`config.mk`:
```
export PLATFORM = sky130hd
export DESIGN_NAME = histogram_accumulator
export DESIGN_NICKNAME = d
export VERILOG_FILES = /design/src/rtl/histogram_accumulator.sv
export SDC_FILE = /design/constraint.sdc
export NUM_CORES = 1
export LEC_CHECK = 0
export BUFFER_PORTS_ARGS = -buffer_cell sky130_fd_sc_hd__clkbuf_2
export CAP_MARGIN = 40
export CORE_MARGIN = 5
export CORE_UTILIZATION = 32
export DETAILED_ROUTE_END_ITERATION = 6
export SLEW_MARGIN = 20
export SYNTH_ARGS = -nofsm -noshare
export SYNTH_HDL_FRONTEND = slang
export SYNTH_SLANG_ARGS = --single-unit
```
`constraint.sdc`:
```
create_clock -name Clock -period 2.6 [get_ports Clock]
set_input_delay 0.13 -clock Clock [delete_from_list [all_inputs] [get_ports Clock]]
set_output_delay 0.13 -clock Clock [all_outputs]
set_load 0.005 [all_outputs]
```
`src/rtl/histogram_accumulator.sv`:
```
// Read-modify-write front end for a single-port histogram count RAM: clears the
// RAM after reset, increments bins per pixel, and dumps-and-clears on frame end.
module histogram_accumulator #(
    parameter int ADDR_WIDTH = 10,
    parameter int DATA_WIDTH = 32
) (
    input  logic                  Clock,
    input  logic                  Reset,
    input  logic                  ClockEn,
    input  logic                  pix_valid,
    output logic                  pix_ready,
    input  logic [ADDR_WIDTH-1:0] pix_bin,
    input  logic                  frame_end,
    output logic                  hist_valid,
    input  logic                  hist_ready,
    output logic [DATA_WIDTH-1:0] hist_data,
    output logic                  hist_last,
    output logic                  busy,
    output logic                  ram_ClockEn,
    output logic                  ram_WE,
    output logic [ADDR_WIDTH-1:0] ram_Address,
    output logic [DATA_WIDTH-1:0] ram_Data,
    input  logic [DATA_WIDTH-1:0] ram_Q
);

    typedef enum logic [2:0] {
        CLEAR,
        IDLE,
        INCR,
        DUMP_RD,
        DUMP_LAT,
        DUMP_OUT
    } state_t;

    localparam logic [ADDR_WIDTH-1:0] LAST_ADDR = '1;
    localparam logic [DATA_WIDTH-1:0] MAX_COUNT = '1;

    state_t                  state_q, state_d;
    logic [ADDR_WIDTH-1:0]   addr_q, addr_d;
    logic [ADDR_WIDTH-1:0]   bin_q, bin_d;
    logic                    pending_q, pending_d;
    logic [DATA_WIDTH-1:0]   hist_data_q, hist_data_d;
    logic                    we_c;

    // NOTE: state registers use non-blocking assignments so every flop samples
    // the pre-edge values of the others, independent of block ordering.
    always_ff @(posedge Clock) begin
        if (!Reset) begin
            state_q     <= CLEAR;
            addr_q      <= '0;
            bin_q       <= '0;
            pending_q   <= 1'b0;
            hist_data_q <= '0;
        end else if (ClockEn) begin
            state_q     <= state_d;
            addr_q      <= addr_d;
            bin_q       <= bin_d;
            pending_q   <= pending_d;
            hist_data_q <= hist_data_d;
        end
    end

    // NOTE: every signal assigned here gets a default first, so no path can
    // leave one unassigned and infer a latch.
    always_comb begin
        state_d     = state_q;
        addr_d      = addr_q;
        bin_d       = bin_q;
        hist_data_d = hist_data_q;
        pending_d   = pending_q | frame_end;
        we_c        = 1'b0;
        ram_Address = addr_q;
        ram_Data    = '0;
        pix_ready   = 1'b0;
        hist_valid  = 1'b0;
        hist_last   = 1'b0;

        unique case (state_q)
            CLEAR: begin
                we_c = 1'b1;
                if (addr_q == LAST_ADDR) begin
                    state_d = IDLE;
                    addr_d  = '0;
                end else begin
                    addr_d = addr_q + ADDR_WIDTH'(1);
                end
            end
            IDLE: begin
                // Read is issued on the accepting edge; data returns in INCR.
                pix_ready   = !pending_q;
                ram_Address = pix_bin;
                if (pending_q) begin
                    state_d   = DUMP_RD;
                    addr_d    = '0;
                    pending_d = frame_end;
                end else if (pix_valid) begin
                    bin_d   = pix_bin;
                    state_d = INCR;
                end
            end
            INCR: begin
                ram_Address = bin_q;
                we_c        = 1'b1;
                ram_Data    = (ram_Q == MAX_COUNT) ? ram_Q : ram_Q + DATA_WIDTH'(1);
                state_d     = IDLE;
            end
            DUMP_RD: begin
                state_d = DUMP_LAT;
            end
            DUMP_LAT: begin
                hist_data_d = ram_Q;
                we_c        = 1'b1;
                state_d     = DUMP_OUT;
            end
            DUMP_OUT: begin
                hist_valid = 1'b1;
                hist_last  = (addr_q == LAST_ADDR);
                if (hist_ready) begin
                    if (addr_q == LAST_ADDR) begin
                        state_d = IDLE;
                        addr_d  = '0;
                    end else begin
                        addr_d  = addr_q + ADDR_WIDTH'(1);
                        state_d = DUMP_RD;
                    end
                end
            end
            default: begin
                state_d = CLEAR;
                addr_d  = '0;
            end
        endcase
    end

    // Writes are suppressed while reset is held so the RAM is untouched until
    // the clear sweep starts on the first released edge.
    assign ram_WE      = we_c & Reset;
    assign ram_ClockEn = ClockEn;
    assign hist_data   = hist_data_q;
    assign busy        = pending_q || (state_q inside {CLEAR, DUMP_RD, DUMP_LAT, DUMP_OUT});

endmodule

```
== Yosys cells after proc, flatten, opt, wreduce, memory -nomap -nowiden ==
Cells that the tools add are included.
Storage, ports and cells
  input bits: 48
  logic and storage cells: 51
  flip-flop bits (word level): 56
  output and inout bits: 80
Operators by class
  add/subtract/negate cells: 2
  eq/ne operators: 11
  bitwise gates (word level): 4
  mux-type cells: 19
  reductions and logical operators: 10
Operators with widths (count)
  $mux W32: 2
  $pmux W10 S4: 1
  $add A32 B1 Y32 const B: 1
  $eq A32 B32 Y1 const B: 1
  $mux W10: 3
  $pmux W10 S2: 1
  $pmux W3 S6: 1
  $mux W3: 4
  $reduce_and A4 Y1: 3
  $add A10 B1 Y10 const B: 1
  $eq A10 B10 Y1 const B: 1
  $eq A3 B2 Y1 const B: 2
  $eq A3 B3 Y1 const B: 2
  $mux W1: 6
  $ne A2 B2 Y1 const B: 3
  $reduce_or A3 Y1: 2
  $reduce_bool A4 Y1: 1
  $eq A3 B1 Y1 const B: 1
  $logic_not A3 Y1: 1
  $ne A3 B3 Y1 const B: 1
  $mux W2: 1
  $not A1 Y1: 2
  $reduce_and A2 Y1: 1
  $and A1 B1 Y1: 1
  other kinds (3): 3

== Logic depth before layout (Yosys ltp) ==
  word-level depth: 4
  gate-level depth with buffers: 7
  mapped depth without buffers: 6

== Worst setup path before layout ==
Ideal clock, no wire load.
  kind: input-to-output
  from: in ram_Q[8]
  to: out ram_Data[29]
  stages on the path: 6
  required time: 2.470 ns
  arrival: 1.615 ns
  slack: 0.855 ns
  cell sequence: clkbuf_2 > and4_2 > nand4_2 > or4_1 > or4_1 > nand2_1
Between the ends
  word-level cells in the longest chain between the ends: 3
RTL lines
  from (decl): RTL line 23  | input logic [DATA_WIDTH-1:0] ram_Q
  $add A32 B1 Y32 / $eq A32 B32 Y1 (equally long branches): RTL line 104  | ram_Data = (ram_Q == MAX_COUNT) ? ram_Q : ram_Q + DATA_WIDTH'(1);
  $mux W32 (*): RTL line 104
  $mux W32 (*): RTL line 78  | unique case (state_q)
  to (decl): RTL line 22  | output logic [DATA_WIDTH-1:0] ram_Data,
Mark *: on every way between the ends. The rest lies on a longest branch, timed or not.

== Final worst setup path ==
  from: reg state_q[1]
  to: out ram_Data[29]
Between the ends
  word-level cells in the longest chain between the ends: 2
RTL lines
  from (decl): RTL line 38  | state_t state_q, state_d;
  from (signal assigned): RTL line 55  | state_q <= state_d;
  $eq A3 B2 Y1: RTL line 78
  $mux W32: RTL line 78
No other way between the ends.

==> flow_summary.ini <==
[synth]
ys.flop_type = dfxtp_1
synth_edf_count = 0
yosysUniqueCellTypes = 49
synth_area_sq_mm = 0.00345
async_flop_share_pct = 0
synth_cells = 476
ys_seq_elements = 56
ys_seq_area_share_pct = 32.5
syn-num-nets = 526
yosys_warnings = 0
syn_area_per_cell_sq_um = 7.24

[routing]
drt_iter0_drc = 177
drc = 0
drt-wirelength-per-cell_um = 15.3
viasPerCell = 5.31
routed_wl_mm = 11.1
ant_nets = 0
vias = 3860
firstDrtPassIters = 4

[clocking]
cts_resized = 0
cts_buffer_depth = 2
clock_sinks = 56
cts_tree = yes
path_clk_slew_ns = 0.10
cts_root_buffer = clkbuf_8
numCtsBuffers = 5
post-cts-setup-buffers = 0
htree_levels = 2
hold_buffers = 0
clkLatencyLatePin_ns = 0.30

[sta]
finalSetupTns_ns = 0
slew_violations = 0
fin_crit_ns = 2.33
clock_skew_ns = 0.00517
slew_headroom_pct = 49.3
tightest_slew_ns = 0.760
final_hold_viol_count = 0
rsz0062_at_grt = false
setup_violations = 0
timing.final.crit_share_pct = 89.7
fmax_ghz = 0.429

[floorplanning]
die_h_um = 114
coreArea_sq_mm = 0.0104
rows = 37
die_x_um = 114
dieArea_sq_mm = 0.0129
io_pins = 128
start_util_pct = 33.1

[global_routing]
grt_max_degree = 46
grt_overflow = 0
grt_pass1_vias = 3559
grt_usage_pct = 16.4
grt_pass1_wl_mm = 17.8
antenna_found_initial = 0

[setup_path]
cp_max_fo = 10
required_ns = 2.47
critPathArrivalTime_ns = 2.20
crit_type = flip-flop to output pin
cp-start-kind = flip-flop
crit_path_end_kind = output pin

[power]
seq_power_share_pct = 57.3
internal-power_mw = 1.12
swShare_pct = 26.1
combPwrFrac_pct = 11.0
p_clk_share_pct = 31.7
vdd_ir_drop_max_uv = 234
switchingPower_uw = 396
powerDensity_mw_per_mm2 = 353
p_leak_nw = 1.64

[run]
drv_cap = 0

[place]
portBuffers = 127
place.gp.congestion = 0.857
dp_hpwl_mm = 8.38

[final_layout]
multiInputGateArea_sq_mm = 0.00216
drive_above_1_share_pct = 26.7
final_common_cell = clkbuf_2
ff_latch_area_sq_mm = 0.00112
layout.nets = 640
utilization_pct = 41.2
area_growth_pct = 24.6
layout_common_cells = clkbuf_2, nand2_1, a21oi_1, dfxtp_1, nor2_1
diodes = 0
n_fill_cell = 1118

[min_path]
hold_path.class = input pin to flip-flop

[status]
status = finished clean
==> critical path: stages, from the launching register on <==
cell,delay (ns)
dfxtp_1,0.52
inv_1,0.19
nor2_1,0.16
nand2_1,0.26
or4_1,0.56
nand2_1,0.08
clkbuf_2,0.12
==> worst paths after layout <==
kind / startpoint / endpoint / slack [ns] / cells past startpoint
setup / recovery: state_q[1] / ram_Data[29] / 0.27 / 6
hold reg to reg: hist_data[24] / hist_data[24] / 0.46 / 2
setup reg to reg: state_q[1] / addr_q[1] / 0.46 / 5
hold / removal: frame_end / pending_q / 0.05 / 3
==> routing by layer <==
metal | vias up | wire, um | global-route usage [%]
li1 | 1922 | - | -
met2 | 141 | 4990 | 26.6
met1 | 1787 | 5220 | 22.8
met3 | 10 | 751 | 3.34
met5 | - | 0 | 0
met4 | 0 | 125 | 3.01
==> cells by family (layout without fill, tap and decap cells) <==
logic type / Yosys count / in the layout / share of synthesized area, %
adder cells (fa/ha/maj): 2 / 2 / 0.726
multiplexers: 12 / 12 / 3.49
flip-flops: 56 / 56 / 32.5
XOR/XNOR: 20 / 20 / 5.08
AND/OR/NAND/NOR: 227 / 227 / 32.4
AO/OA/AOI/OAI: 121 / 121 / 20.7
buffers and inverters: 38 / 153 / 5.08
==> cell type report <==
| type | instances | share of cell area [%] |
|---|---|---|
| timing repair buffer | 139 | 17.2 |
| tap | 136 | 3.96 |
| clock buffer | 7 | 1.78 |
| sequential | 56 | 26.1 |
| clock inverter | 1 | 0.204 |
| inverter | 6 | 0.525 |
| multi-input combinational | 382 | 50.2 |
==> through the flow <==
step	hold WS, ns	area (sq um)	worst slack [ns]	power, mW	cells
after floorplan	0.248	3450	0.855	0.963	476
after global placement	0.367	4190	0.448	1.04	718
after detailed placement	0.377	4190	0.380	1.05	718
after CTS	0.0391	4270	0.257	1.53	726
after global routing	0.0617	4290	0.102	1.58	727
final	0.0506	4290	0.269	1.51	727
==> power by group through the flow <==
stage / combinational (mW) / sequential (mW) / clock [mW]
after global placement: 0.158 / 0.887 / 0
after CTS: 0.161 / 0.868 / 0.501
after floorplan: 0.0775 / 0.885 / 0
after global routing: 0.185 / 0.869 / 0.529
final: 0.166 / 0.868 / 0.480
after detailed placement: 0.161 / 0.887 / 0
==> cell usage after synthesis, types with 4 or more instances <==
master    count  area share, %
buf_2         4           0.58
nor3_1        7            1.0
xnor2_1      14            3.6
nand3_1      10            1.5
o21ai_0      26            3.8
mux2i_1      12            3.5
a21oi_1      56            8.1
a22oi_1      10            2.2
nand2_1     102             11
nor4_1        8            1.5
dfxtp_1      56             33
nand4_1      12            2.2
and3_1        5           0.91
o31ai_1      11            2.4
a211oi_1      4           0.87
inv_1         4           0.44
o211ai_1      4           0.87
xor2_1        6            1.5
or4_1         9            2.0
or3_1        13            2.4
clkbuf_1     21            2.3
nor2_1       38            4.1
buf_4         5            1.1
==> sequential cells by signal, summed over array words and instances, names as in the netlist <==
name       flops
bin_q         10
pending_q      1
state_q        3
addr_q        10
hist_data     32
(Power assumes the default switching activity.)
